--- src/rtl/z80_bus_responder.sv ---
// Synchronous bus slave for the tv80s core: decodes memory, IO and interrupt-acknowledge
// cycles, stretches them with wait_n and issues one-cycle strobes to a RAM port and an IO port.
module z80_bus_responder #(
  parameter int unsigned MEM_WAIT   = 0,
  parameter int unsigned IO_WAIT    = 1,
  parameter logic [7:0]  IM2_VECTOR = 8'hFF
) (
  input  logic        clk,
  input  logic        reset,
  input  logic [15:0] A,
  input  logic [7:0]  dout,
  output logic [7:0]  di,
  input  logic        m1_n,
  input  logic        mreq_n,
  input  logic        iorq_n,
  input  logic        rd_n,
  input  logic        wr_n,
  input  logic        rfsh_n,
  output logic        wait_n,
  output logic [15:0] mem_addr,
  output logic [7:0]  mem_wdata,
  output logic        mem_we,
  output logic        mem_re,
  input  logic [7:0]  mem_rdata,
  output logic [7:0]  io_addr,
  output logic [7:0]  io_wdata,
  output logic        io_we,
  output logic        io_re,
  input  logic [7:0]  io_rdata,
  output logic        bus_err
);

  typedef enum logic [2:0] {S_IDLE, S_WAIT, S_ACCESS, S_LATCH, S_DONE} state_t;
  typedef enum logic [1:0] {K_MEM, K_IO, K_INTA} kind_t;

  localparam logic [3:0] MEM_WAIT_C = MEM_WAIT[3:0];
  localparam logic [3:0] IO_WAIT_C  = IO_WAIT[3:0];

  state_t      state_q;
  kind_t       kind_q;
  logic        wr_q;
  logic [3:0]  cnt_q;
  logic [7:0]  di_q;
  logic        wait_n_q;
  logic [15:0] mem_addr_q;
  logic [7:0]  mem_wdata_q;
  logic [7:0]  io_addr_q;
  logic [7:0]  io_wdata_q;
  logic        mem_we_q, mem_re_q, io_we_q, io_re_q;
  logic        bus_err_q;

  logic        det_inta, det_mem, det_io, det_any, released;
  kind_t       det_kind;
  logic [3:0]  det_cnt;
  logic        acc_go, acc_wr;
  kind_t       acc_kind;
  logic        mem_we_d, mem_re_d, io_we_d, io_re_d;

  assign det_inta = !m1_n && !iorq_n;
  assign det_mem  = !mreq_n && rfsh_n && (!rd_n || !wr_n);
  assign det_io   = !iorq_n && m1_n && (!rd_n || !wr_n);
  assign det_any  = det_inta || det_mem || det_io;
  assign released = mreq_n && iorq_n;

  // Strobes are raised on the edge that enters ACCESS, so they are high for exactly that cycle.
  always_comb begin
    det_kind = det_inta ? K_INTA : (det_mem ? K_MEM : K_IO);
    det_cnt  = (det_kind == K_MEM) ? MEM_WAIT_C : IO_WAIT_C;
    acc_go   = 1'b0;
    acc_kind = kind_q;
    acc_wr   = wr_q;
    if (state_q == S_IDLE) begin
      acc_go   = det_any && (det_cnt == 4'd0);
      acc_kind = det_kind;
      acc_wr   = !wr_n;
    end else if (state_q == S_WAIT) begin
      acc_go = !released && (cnt_q == 4'd1);
    end
    mem_re_d = acc_go && (acc_kind == K_MEM) && !acc_wr;
    mem_we_d = acc_go && (acc_kind == K_MEM) && acc_wr;
    io_re_d  = acc_go && (acc_kind == K_IO) && !acc_wr;
    io_we_d  = acc_go && (acc_kind == K_IO) && acc_wr;
  end

  always_ff @(posedge clk or posedge reset) begin
    if (reset) begin
      state_q     <= S_IDLE;
      kind_q      <= K_MEM;
      wr_q        <= 1'b0;
      cnt_q       <= 4'd0;
      di_q        <= 8'h00;
      wait_n_q    <= 1'b1;
      mem_addr_q  <= 16'h0000;
      mem_wdata_q <= 8'h00;
      io_addr_q   <= 8'h00;
      io_wdata_q  <= 8'h00;
      mem_we_q    <= 1'b0;
      mem_re_q    <= 1'b0;
      io_we_q     <= 1'b0;
      io_re_q     <= 1'b0;
      bus_err_q   <= 1'b0;
    end else begin
      mem_we_q <= mem_we_d;
      mem_re_q <= mem_re_d;
      io_we_q  <= io_we_d;
      io_re_q  <= io_re_d;
      case (state_q)
        S_IDLE: begin
          if (det_any) begin
            kind_q   <= det_kind;
            wr_q     <= !wr_n;
            cnt_q    <= det_cnt;
            wait_n_q <= 1'b0;
            if (det_kind == K_MEM) begin
              mem_addr_q  <= A;
              mem_wdata_q <= dout;
            end else if (det_kind == K_IO) begin
              io_addr_q  <= A[7:0];
              io_wdata_q <= dout;
            end
            if (!mreq_n && !iorq_n && m1_n) bus_err_q <= 1'b1;
            state_q <= (det_cnt == 4'd0) ? S_ACCESS : S_WAIT;
          end
        end
        S_WAIT: begin
          if (released) begin
            state_q  <= S_IDLE;
            wait_n_q <= 1'b1;
          end else begin
            cnt_q <= cnt_q - 4'd1;
            if (cnt_q == 4'd1) state_q <= S_ACCESS;
          end
        end
        S_ACCESS: begin
          if (kind_q == K_INTA) begin
            di_q     <= IM2_VECTOR;
            wait_n_q <= 1'b1;
            state_q  <= S_DONE;
          end else if (wr_q) begin
            wait_n_q <= 1'b1;
            state_q  <= S_DONE;
          end else begin
            state_q <= S_LATCH;
          end
        end
        S_LATCH: begin
          di_q     <= (kind_q == K_MEM) ? mem_rdata : io_rdata;
          wait_n_q <= 1'b1;
          state_q  <= S_DONE;
        end
        S_DONE: begin
          if (released) state_q <= S_IDLE;
        end
        default: state_q <= S_IDLE;
      endcase
    end
  end

  // The wait counter is four bits wide; larger settings would silently wrap.
  always_ff @(posedge clk) begin
    assert (MEM_WAIT <= 15 && IO_WAIT <= 15);
  end

  assign di        = di_q;
  assign wait_n    = wait_n_q;
  assign mem_addr  = mem_addr_q;
  assign mem_wdata = mem_wdata_q;
  assign mem_we    = mem_we_q;
  assign mem_re    = mem_re_q;
  assign io_addr   = io_addr_q;
  assign io_wdata  = io_wdata_q;
  assign io_we     = io_we_q;
  assign io_re     = io_re_q;
  assign bus_err   = bus_err_q;

endmodule
--- config.mk ---
export PLATFORM = sky130hd
export DESIGN_NAME = z80_bus_responder
export DESIGN_NICKNAME = d
export VERILOG_FILES = /design/src/rtl/z80_bus_responder.sv
export SDC_FILE = /design/constraint.sdc
export NUM_CORES = 1
export LEC_CHECK = 0
export BUFFER_PORTS_ARGS = -buffer_cell sky130_fd_sc_hd__buf_4
export CAP_MARGIN = 10
export CORE_UTILIZATION = 35
export DETAILED_ROUTE_END_ITERATION = 10
export PLACE_DENSITY = 0.71
export SYNTH_ARGS = -nofsm -noshare
export SYNTH_HDL_FRONTEND = slang
export SYNTH_SLANG_ARGS = --single-unit
--- constraint.sdc ---
create_clock -name clk -period 2.2 [get_ports clk]
set_input_delay 0 -clock clk [delete_from_list [all_inputs] [get_ports clk]]
set_output_delay 0 -clock clk [all_outputs]
set_load 0.02 [all_outputs]
**Word-level counts from Yosys, hierarchy flattened**

Index checks and enable logic that the tools add are counted.

- Output and inout port bits: 54
- Input port bits: 48
- Register bits: 64

- Add/sub/neg operators: 1
- Equal/unequal tests: 15
- Bitwise logic cells: 1
- Multiplexer cells: 26
- Reduce and logical (&&, ||, !) cells: 42

Operators with widths:

| operator | count |
|---|---|
| 2-to-1 mux 3 bit | 6 |
| logical AND 1 bit | 16 |
| 2-to-1 mux 8 bit | 2 |
| case mux 8 bit (2 select lines) | 1 |
| case mux 3 bit (5 select lines) | 1 |
| AND reduction 3 bit | 4 |
| != test 2 bit (second input constant) | 5 |
| 2-to-1 mux 1 bit | 9 |
| 2-to-1 mux 4 bit | 2 |
| case mux 4 bit (2 select lines) | 1 |
| AND reduction 4 bit | 2 |
| logical NOT 1 bit | 7 |
| == test 3 x 2 -> 1 bit (second input constant) | 2 |
| logical NOT 2 bit | 3 |
| 2-to-1 mux 2 bit | 3 |
| == test 2 x 1 -> 1 bit (second input constant) | 2 |
| == test 4 x 1 -> 1 bit (second input constant) | 1 |
| logical NOT 4 bit | 1 |
| case mux 1 bit (4 select lines) | 1 |
| AND reduction 2 bit | 2 |
| nonzero test 2 bit | 2 |
| nonzero test 4 bit | 1 |
| subtractor 4 x 1 -> 4 bit (second input constant) | 1 |
| == test 3 x 1 -> 1 bit (second input constant) | 1 |
| other kinds (7) | 9 |

**Depth between registers and ports, before layout**

- Word-level depth: 12
- Depth in mapped cells: 6
- Gate-level depth less buffers: 6

**Worst setup path before layout**

OpenSTA, ideal clock, no wires.

- Path kind: register to register
- Start: register state_q[1]
- End: register io_addr_q[0] (netlist: io_addr[0])
- Buffers on the path: 2
- Stages on the path, launching flop included: 7
- Required time: 2075 ps
- Setup slack: 383 ps
- Clock period less this slack: 1817 ps
- Arrival time: 1692 ps
- Cell sequence: dfrtp_1 -> buf_6 -> or3_4 -> a211oi_4 -> nand3_4 -> buf_6 -> mux2_4

- Word-level cells in the longest chain between the ends: 2

RTL lines:

| item | RTL line | text |
|---|---|---|
| start: declaration | 39 | `state_t state_q;` |
| start signal: assignment | 122 | `state_q <= (det_cnt == 4'd0) ? S_ACCESS : S_WAIT;` |
| logical NOT 3 bit | 107 | `case (state_q)` |
| AND reduction 4 bit (no source line) | - |  |
| end signal: assignment | 118 | `io_addr_q <= A[7:0];` |
| end: declaration | 47 | `logic [7:0] io_addr_q;` |

Every way passes these cells.
A chain may end at the register's enable or synchronous reset.

**Worst setup path in the final report**

- Start: register state_q[2]
- End: register io_wdata_q[3] (netlist: io_wdata[3])

- Word-level cells in the longest chain between the ends: 2

RTL lines:

| item | RTL line | text |
|---|---|---|
| logical NOT 3 bit | 107 |  |
| AND reduction 4 bit (no source line) | - |  |
| end signal: assignment | 119 | `io_wdata_q <= dout;` |
| end: declaration | 48 | `logic [7:0] io_wdata_q;` |

Every way passes these cells.

==> impl_metrics.json <==
{
  "num_antenna_cells": 0,
  "design.core.area_um2": 7730,
  "crit_fanout": 16,
  "finalMaxSlewViolations": 0,
  "muxShareOfSynthArea_pct": 21.0,
  "grt_max_degree": 36,
  "initial_core_util_pct": 36.3,
  "synthTopCellsByArea": "dfrtp_1 (56%), mux2_2 (12%), mux2_4 (5.4%)",
  "synth_cell_types": 41,
  "vias_per_cell": 4.85,
  "post_drt_wl_per_cell_um": 14.4,
  "power_density_nw_per_um2": 1440,
  "drtPass1Iterations": 4,
  "setup_viol": 0,
  "hold_viol": 0,
  "antenna_found_initial": 0,
  "die_w_um": 91.5,
  "yosys.area_share.simple_pct": 9.33,
  "grt_overflow": 0,
  "drc": 0,
  "ir_drop_mv": 0.763,
  "syn_inst": 209,
  "worst_setup_path_start_kind": "register",
  "tns_ns": 0,
  "clkSlewWorstSetupHoldPaths_ns": 0.06,
  "dp_hpwl_mm": 4.52,
  "port_buffers": 101,
  "slew-limit-headroom_pct": 51.3,
  "fp.dieH_um": 91.5,
  "fp.dieArea_um2": 8370,
  "endpoint_kind": "register",
  "synth_top_family_by_area": "multiplexers",
  "synth.avg_cell_area_um2": 13.4,
  "htreeDepth": 3,
  "path_class": "register to register",
  "yosysWarningCount": 0,
  "area_growth_pct": 54.4,
  "r2r_slack_ns": 0.30,
  "cts_buffers": 9,
  "synthAdderAreaFrac_pct": 0.893,
  "clock_skew_ns": 0.0112,
  "critical_path_arrival_ns": 2.12,
  "grt_first_pass_wirelength_mm": 11.0,
  "postRouteWirelength_mm": 6.76,
  "synth_compound_gate_area_share_pct": 8.58,
  "fmax_ghz": 0.525,
  "grtUsageTotal_pct": 16.9,
  "gp_congestion": 0.814,
  "cts_buffer_depth": 2,
  "first_iter_violations": 102,
  "syn-num-nets": 259,
  "worstMarginPinSlew_ns": 0.731,
  "vias": 2269,
  "final_common_cell": "buf_4",
  "root_buffer": "clkbuf_8",
  "cts_tree": "built",
  "ant_nets": 0,
  "grt_setup_unrepaired": "false",
  "drv_cap": 0,
  "ys_ff_latch": 64,
  "yosysSeqAreaShare_pct": 57.2,
  "yosys.area.top_type": "dfrtp_1",
  "outcome": "finished clean",
  "final_cell_mix": "buf_4 (107), dfrtp_1 (63), dlygate4sd3_1 (41), mux2_2 (30), nor2_1 (17)",
  "clock_latency_ns": 0.34,
  "yosysTopAreaCellShare_pct": 56.3,
  "nNetsFinal": 413,
  "synth-edff-count": 0,
  "period_needed_ns": 1.90,
  "leakage_nw": 2.08,
  "final_core_util_pct": 56.0,
  "cts.sinks": 64,
  "synth_xor_xnor_area_share_pct": 0.313,
  "synthesis.area_um2": 2800,
  "rows": 32,
  "ios": 102,
  "drive_gt1_share_pct": 46.4,
  "post_cts_buffers": 0,
  "grt_pass1_vias": 2404,
  "ys.flop_type": "dfrtp_1",
  "finalCritPeriodShare_pct": 86.6,
  "cp_data_required_time_ns": 2.41,
  "hold_path_class": "input pin to register",
  "cts_resized": 0,
  "ys_async_sr_fraction_pct": 100
}
## cell type report
| type | instances | area, um^2 |
|---|---|---|
| clock inverters | 4 | 70.1 |
| clock buffers | 10 | 138 |
| inverters | 8 | 30.0 |
| flip-flops and latches | 64 | 1600 |
| well taps | 102 | 128 |
| fillers | 638 | 3400 |
| repair buffers | 149 | 1230 |
| multi-input cells | 131 | 1120 |
## metal layers
layer	global-route usage, %	wire, um
met3	5.28	404
met1	19.5	2790
met2	28.3	3440
met4	8.20	129
met5	0	0
## synth_stat cells, types with 3 or more instances
cell and number:
a21oi_1 11, a31oi_1 4, buf_2 3, dfrtp_1 63
inv_1 8, mux2_2 30, mux2_4 10, mux2i_1 10
nand2_1 7, nand2b_1 4, nor2_1 17, nor2b_1 3
## through the flow
step	power (mW)	instances	setup slack, ns	cell area (um^2)	hold slack [ns]
6_report	6.24	468	0.295	4330	0.0122
5_1_grt	6.61	468	0.192	4330	0.0152
4_1_cts	6.27	468	0.283	4330	0.00656
3_5_place_dp	5.06	413	0.291	3710	0.138
3_3_place_gp	4.97	413	0.353	3710	0.135
2_1_floorplan	3.92	209	0.383	2800	0.0898
## critical path, stage by stage (launching register included)
cell and delay (ns):
dfrtp_1 0.48, or3_4 0.39, a211oi_4 0.23, nand3_4 0.30, mux2_4 0.38
## worst paths after layout
check / start / to / cells past startpoint
max reg2reg: state_q[2]$_DFFE_PP0P_ / io_wdata[3]$_DFFE_PP0P_ / 4
min reg2reg: bus_err$_DFFE_PP0P_ / bus_err$_DFFE_PP0P_ / 1
max: state_q[2]$_DFFE_PP0P_ / io_wdata[3]$_DFFE_PP0P_ / 4
max in group asynchronous: reset / wait_n$_DFFE_PP1P_ / 4
min in group asynchronous: reset / io_wdata[2]$_DFFE_PP0P_ / 3
min: io_rdata[6] / di[6]$_DFFE_PP0P_ / 3
## logic make-up after synthesis
kind of cell,Yosys count
AO/OA/AOI/OAI,32
XOR/XNOR,1
adder cells (fa/ha/maj),2
buffers and inverters,14
flip-flops,64
multiplexers,50
AND/OR/NAND/NOR,46
## sequential cells by signal, indices dropped and copies added (netlist names), 2 cells and up
register,count
mem_wdata,8
cnt_q,4
state_q,3
io_wdata,8
io_addr,8
mem_addr,16
di,8
kind_q,2
## where the power goes
group,total (mW),internal [mW],switching (mW)
Combinational,3.09,1.55,1.53
Sequential,2.07,1.73,0.332
Clock,1.09,0.653,0.434
Total,6.24,3.94,2.30
## timing repair
item                                    4_1_cts  5_1_grt
hold buffers                                 41        0
endpoints found under the setup margin        0        0
endpoints found under the hold margin        79        0
(Power assumes the default switching activity.)
